<file path="src/rtl/multicycle_sequencer.sv">
// Multi-cycle LEGv8 control sequencer: FETCH/DECODE/EXECUTE/MEMORY/WRITEBACK with
// variable-latency memory handshakes, retire counting and halt/timeout detection.
module multicycle_sequencer #(
    parameter int WAIT_LIMIT = 15,
    parameter int CNT_W      = 32
) (
    input  logic             clock,
    input  logic             reset,
    input  logic [31:0]      Instruction,
    input  logic [8:0]       ControlIn,
    input  logic             Zero,
    input  logic             imem_ready,
    input  logic             dmem_ready,
    output logic             imem_req,
    output logic             dmem_req,
    output logic             IRWrite,
    output logic             PCWrite,
    output logic             PCSrc,
    output logic             MemReadEn,
    output logic             MemWriteEn,
    output logic             RegWriteEn,
    output logic [8:0]       ControlOut,
    output logic [2:0]       state,
    output logic [CNT_W-1:0] retired,
    output logic             halted,
    output logic             fault
);
    typedef enum logic [2:0] {
        S_FETCH     = 3'd0,
        S_DECODE    = 3'd1,
        S_EXECUTE   = 3'd2,
        S_MEMORY    = 3'd3,
        S_WRITEBACK = 3'd4,
        S_HALT      = 3'd5,
        S_FAULT     = 3'd6
    } state_t;

    localparam logic [7:0] LIMIT = 8'(WAIT_LIMIT);

    state_t     cur, nxt;
    logic [8:0] ctrl_q, ctrl_d;
    logic [7:0] wait_cnt, wait_d;
    logic       retire;
    logic       ireq, dreq, irw, pcw, pcs, mre, mwe, rwe;

    always_ff @(posedge clock or posedge reset) begin
        if (reset) begin
            cur      <= S_FETCH;
            ctrl_q   <= '0;
            wait_cnt <= '0;
            retired  <= '0;
        end else begin
            cur      <= nxt;
            ctrl_q   <= ctrl_d;
            wait_cnt <= wait_d;
            if (retire)
                retired <= retired + CNT_W'(1);
        end
    end

    always_comb begin
        nxt    = cur;
        ctrl_d = ctrl_q;
        wait_d = '0;
        retire = 1'b0;
        ireq   = 1'b0;
        dreq   = 1'b0;
        irw    = 1'b0;
        pcw    = 1'b0;
        pcs    = 1'b0;
        mre    = 1'b0;
        mwe    = 1'b0;
        rwe    = 1'b0;
        case (cur)
            S_FETCH: begin
                ireq = 1'b1;
                if (imem_ready) begin
                    irw = 1'b1;
                    nxt = S_DECODE;
                end else begin
                    wait_d = wait_cnt + 8'd1;
                    if (wait_cnt == LIMIT)
                        nxt = S_FAULT;
                end
            end
            S_DECODE: begin
                ctrl_d = ControlIn;
                nxt    = (Instruction == 32'h0) ? S_HALT : S_EXECUTE;
            end
            S_EXECUTE: begin
                // Branch outranks the memory and register-write bits.
                if (ctrl_q[2]) begin
                    pcw    = 1'b1;
                    pcs    = Zero;
                    retire = 1'b1;
                    nxt    = S_FETCH;
                end else if (ctrl_q[4] || ctrl_q[3]) begin
                    nxt = S_MEMORY;
                end else if (ctrl_q[5]) begin
                    nxt = S_WRITEBACK;
                end else begin
                    pcw    = 1'b1;
                    retire = 1'b1;
                    nxt    = S_FETCH;
                end
            end
            S_MEMORY: begin
                dreq = 1'b1;
                mre  = ctrl_q[4];
                mwe  = ctrl_q[3];
                if (dmem_ready) begin
                    if (ctrl_q[4]) begin
                        nxt = S_WRITEBACK;
                    end else begin
                        pcw    = 1'b1;
                        retire = 1'b1;
                        nxt    = S_FETCH;
                    end
                end else begin
                    wait_d = wait_cnt + 8'd1;
                    if (wait_cnt == LIMIT)
                        nxt = S_FAULT;
                end
            end
            S_WRITEBACK: begin
                rwe    = 1'b1;
                pcw    = 1'b1;
                retire = 1'b1;
                nxt    = S_FETCH;
            end
            S_HALT:  nxt = S_HALT;
            S_FAULT: nxt = S_FAULT;
            default: nxt = S_FAULT;
        endcase
    end

    // Reset lands in FETCH immediately, so strobes are masked while it is held.
    assign imem_req   = ireq & ~reset;
    assign dmem_req   = dreq & ~reset;
    assign IRWrite    = irw  & ~reset;
    assign PCWrite    = pcw  & ~reset;
    assign PCSrc      = pcs  & ~reset;
    assign MemReadEn  = mre  & ~reset;
    assign MemWriteEn = mwe  & ~reset;
    assign RegWriteEn = rwe  & ~reset;
    assign ControlOut = ctrl_q;
    assign state      = cur;
    assign halted     = (cur == S_HALT);
    assign fault      = (cur == S_FAULT);
endmodule

</file>
<file path="config.mk">
export PLATFORM = sky130hd
export DESIGN_NAME = multicycle_sequencer
export DESIGN_NICKNAME = d
export VERILOG_FILES = /design/src/rtl/multicycle_sequencer.sv
export SDC_FILE = /design/constraint.sdc
export NUM_CORES = 1
export LEC_CHECK = 0
export BUFFER_PORTS_ARGS = -buffer_cell sky130_fd_sc_hd__buf_4
export CORE_ASPECT_RATIO = 1.25
export CORE_MARGIN = 2
export CORE_UTILIZATION = 38
export CTS_CLUSTER_DIAMETER = 120
export CTS_CLUSTER_SIZE = 24
export DETAILED_ROUTE_END_ITERATION = 6
export HOLD_SLACK_MARGIN = 0.03
export PLACE_DENSITY = 0.67
export SYNTH_ARGS = -nofsm -noshare
export SYNTH_HDL_FRONTEND = slang
export SYNTH_SLANG_ARGS = --single-unit
</file>
<file path="constraint.sdc">
create_clock -name clock -period 2 [get_ports clock]
set_input_delay 0.3 -clock clock [delete_from_list [all_inputs] [get_ports clock]]
set_output_delay 0.3 -clock clock [all_outputs]
set_load 0.01 [all_outputs]
</file>
==> metrics.md <==
| Metric | Value |
|---|---|
| Final Hold Viols | 0 |
| Clock Sinks | 52 |
| Mapped Cells | 250 |
| Synth cell types | between 40 and 50 |
| Syn avg cell area | between 10 and 15 um^2 |
| CTS tree | built |
| CTS buffer count | 5 |
| Hold buffers post-CTS | 0 |
| Vias/cell | around 5.1 |
| Die Y | 98.5 um |
| Net Sw Power | between 400 and 500 uW |
| Int Power | about 1500 uW |
| First-pass GRT wire length | around 11,000 um |
| Clk_lat worst skew | between 0.3 and 0.4 ns |
| Sequential area share after synthesis | 47.9% |
| Worst vdd ir | 0.000326 V |
| Vias in the first global route | between 2,000 and 2,500 |
| Leading area contributor after synthesis | dfrtp_1 |
| Comb pwr share | ~5.2% |
| Layout Nets | 400 |
| Syn nets | around 300 |
| Crit-path max FO | 9 |
| GPL Wtd Cong | ~0.8 |
| Post-route ant nets | 0 |
| Clock transition at path regs | 0.10 ns |
| Top cell type's share of synthesized area | between 40% and 50% |
| Unrepaired setup endpoints after global routing | false |
| Total track usage | between 10% and 20% |
| Max Slew Vio Count | 0 |
| Final worst setup slack | 0.0598 ns |
| Setup Fix Bufs, Post-CTS | 0 |
| Number of enable flip-flop cells after synthesis | 0 |
| Startpoint Class | register |
| Critical path required time | 1.70 ns |
| Critical path endpoint category | output port |
| Synth area leaders | dfrtp_1 (48%), xnor2_1 (9.4%), mux2_2 (4.1%) |
| Top-count cell post-synth | dfrtp_1 |
| Number of cell rows | 34 |
| DR iter-0 viols | 71 |
| I/O Buffers | a little under 100 |
| Min-Delay Path Class | in2reg |
| Initial Util | 39.1% |
| Area delta synth->final | 35.5% |
| Worst Path Arrival | between 1.5 and 2 ns |
| Final setup fails | 0 |
| CTS Buffer Depth | 2 |
| Flops & latches, synth | 52 |
| Max_cap viols | 0 |
| Crit Path Category | reg2out |
| CP dominant cell by count | buf_4 |
| Ports | 100 |
| Avg WL per Cell | between 10 and 15 um |
| Fraction of layout cells with a size suffix above 1 | 41.1% |
| Leakage power total | approximately 0.0018 uW |
| Final worst path period need | 1.94 ns |
| Clock Power Share | 39.3% |
| Pre-CTS setup slack | roughly 0.17 ns |
| Worst-Margin Slew | about 0.65 ns |
| CP max-delay cell | dfrtp_2 |
| Synth Cell Area | about 0.0027 mm^2 |
| Worst-path cell chain | buf_4 > nor4_1 > and2_1 > buf_4 |
| Worst slew margin | roughly 56% |
| Syn. warnings | 0 |
| Post-synthesis async set-or-reset flop share | between 90% and 100% |
| Die Width | 79.6 um |
| DRC errors left | 0 |
| Status | complete, no violations |
| Drt pass-1 iters | 4 |
| Pin count of the biggest net entering global routing | between 50 and 60 |
| Antenna cell count | 0 |
| CORE AREA | between 0.006 and 0.007 mm^2 |
| Die ar. | 0.00784 mm^2 |
| Sw frac | 21.4% |
| FMAX | 0.515 GHz |
| Seq pwr share | approximately 56% |
| Final HPWL DP | ~4900 um |
| Number of fill cells | 660 |
| Synth Flop Type | dfrtp_1 |
| Commonest cells in the netlist | dfrtp_1 (52), xnor2_1 (29), nor2_1 (18) |
| Antenna violations before repair | 0 |
| Final Cycle Share | between 90% and 100% |
| Gr ovfl total | 0 |
| Detailed-route wire length | roughly 6400 um |
| Via count | roughly 2,200 |
| Worst clock skew | ~0.008 ns |
| Pwr/cell area | between 500 and 600 mW/mm^2 |
| Root Driver | clkbuf_8 |
| CP peak stage delay | ~0.48 ns |
| H-tree depth | 2 |
| TNS Setup | 0 ns |
==> power groups by stage <==
stage	registers [uW]	clock network (uW)	logic, uW
3_3_place_gp	1070	0	97.1
5_1_grt	1050	809	108
6_report	1050	744	97.8
3_5_place_dp	1070	0	99.8
2_1_floorplan	1070	0	20.1
4_1_cts	1050	766	100
==> flip-flops by register name, indices dropped and copies added (netlist names) <==
signal	cells
retired	32
ControlOut	9
wait_cnt	8
state	3
==> routing by layer <==
metal  part of all wire [%]  up-vias  global-route usage (%)
met2                     50       52                    28.3
met3                    4.2       14                    3.21
li1                       -     1088                       -
met1                     43     1093                    23.2
met5                      0        -                       0
met4                    2.4        0                    7.69
==> per-stage QoR <==
step | hold WS [ns] | std cells | util [%] | power, uW | cell area [um^2]
floorplan | 0.358 | 250 | - | 1090 | 2720
global placement | 0.452 | 435 | 51.2 | 1170 | 3550
detailed placement | 0.467 | 435 | 51.2 | 1170 | 3550
CTS | 0.209 | 443 | 53.0 | 1920 | 3670
global route | 0.207 | 443 | 53.0 | 1970 | 3680
finish | 0.215 | 443 | 53.0 | 1890 | 3680
==> final cells by class <==
type                       instances  area (um^2)  area share [%]
clock inverter                     3         46.3            1.26
sequential                        52         1310            35.5
inverter                           4         18.8           0.511
multi-input combinational        183         1330            36.1
timing repair buffer             106          796            21.6
clock buffer                       5         68.8            1.87
tap                               90          113            3.06
==> critical path: cells and delay by family (launching register included) <==
family        cells  cell delay (ns)
buf+inv           2             0.30
simple gates      2             0.54
flops             1             0.48
==> cells in the final DEF (no fill, tap or decap), types with 2 or more instances in the layout <==
master and instances:
and2_1 8, and3_1 15, and3b_1 2, and4_1 3
and4_4 2, buf_4 106, clkbuf_8 5, clkinvlp_4 2
dfrtp_1 49, dfrtp_2 3, ha_1 2, inv_1 3
mux2_2 10, nand2_1 14, nand3_1 17, nand3_2 4
nand4_1 12, nor2_1 18, nor3_2 2, nor3b_1 2
nor4_1 10, o21ai_0 5, xnor2_1 29, xor2_1 8
==> final timing paths <==
check / startpoint / endpoint / slack, ns / cells past startpoint
max: state[0] / IRWrite / 0.06 / 4
min: ControlIn[0] / ControlOut[0] / 0.22 / 2
max reg2reg: retired[3] / retired[31] / 0.24 / 5
min reg2reg: retired[31] / retired[31] / 0.48 / 1
max in group asynchronous: reset / state[2] / 1.30 / 3
min in group asynchronous: reset / retired[31] / 0.24 / 3
==> cells by family (layout without fill, tap and decap cells) <==
logic type | count (synthesis) | count (layout) | synth area share, %
compound gates | 17 | 17 | 5.90
xor+xnor | 37 | 37 | 11.9
fa+ha+maj | 2 | 2 | 0.922
buf+inv | 15 | 118 | 3.46
flops | 52 | 52 | 47.9
mux | 11 | 11 | 4.52
simple gates | 116 | 116 | 25.3
==> what timing repair did <==
item                       in CTS  in global routing
setup endpoints to repair       1                  3
resized for setup               2                  3
hold endpoints to repair        0                  0
(Power assumes the default switching activity.)
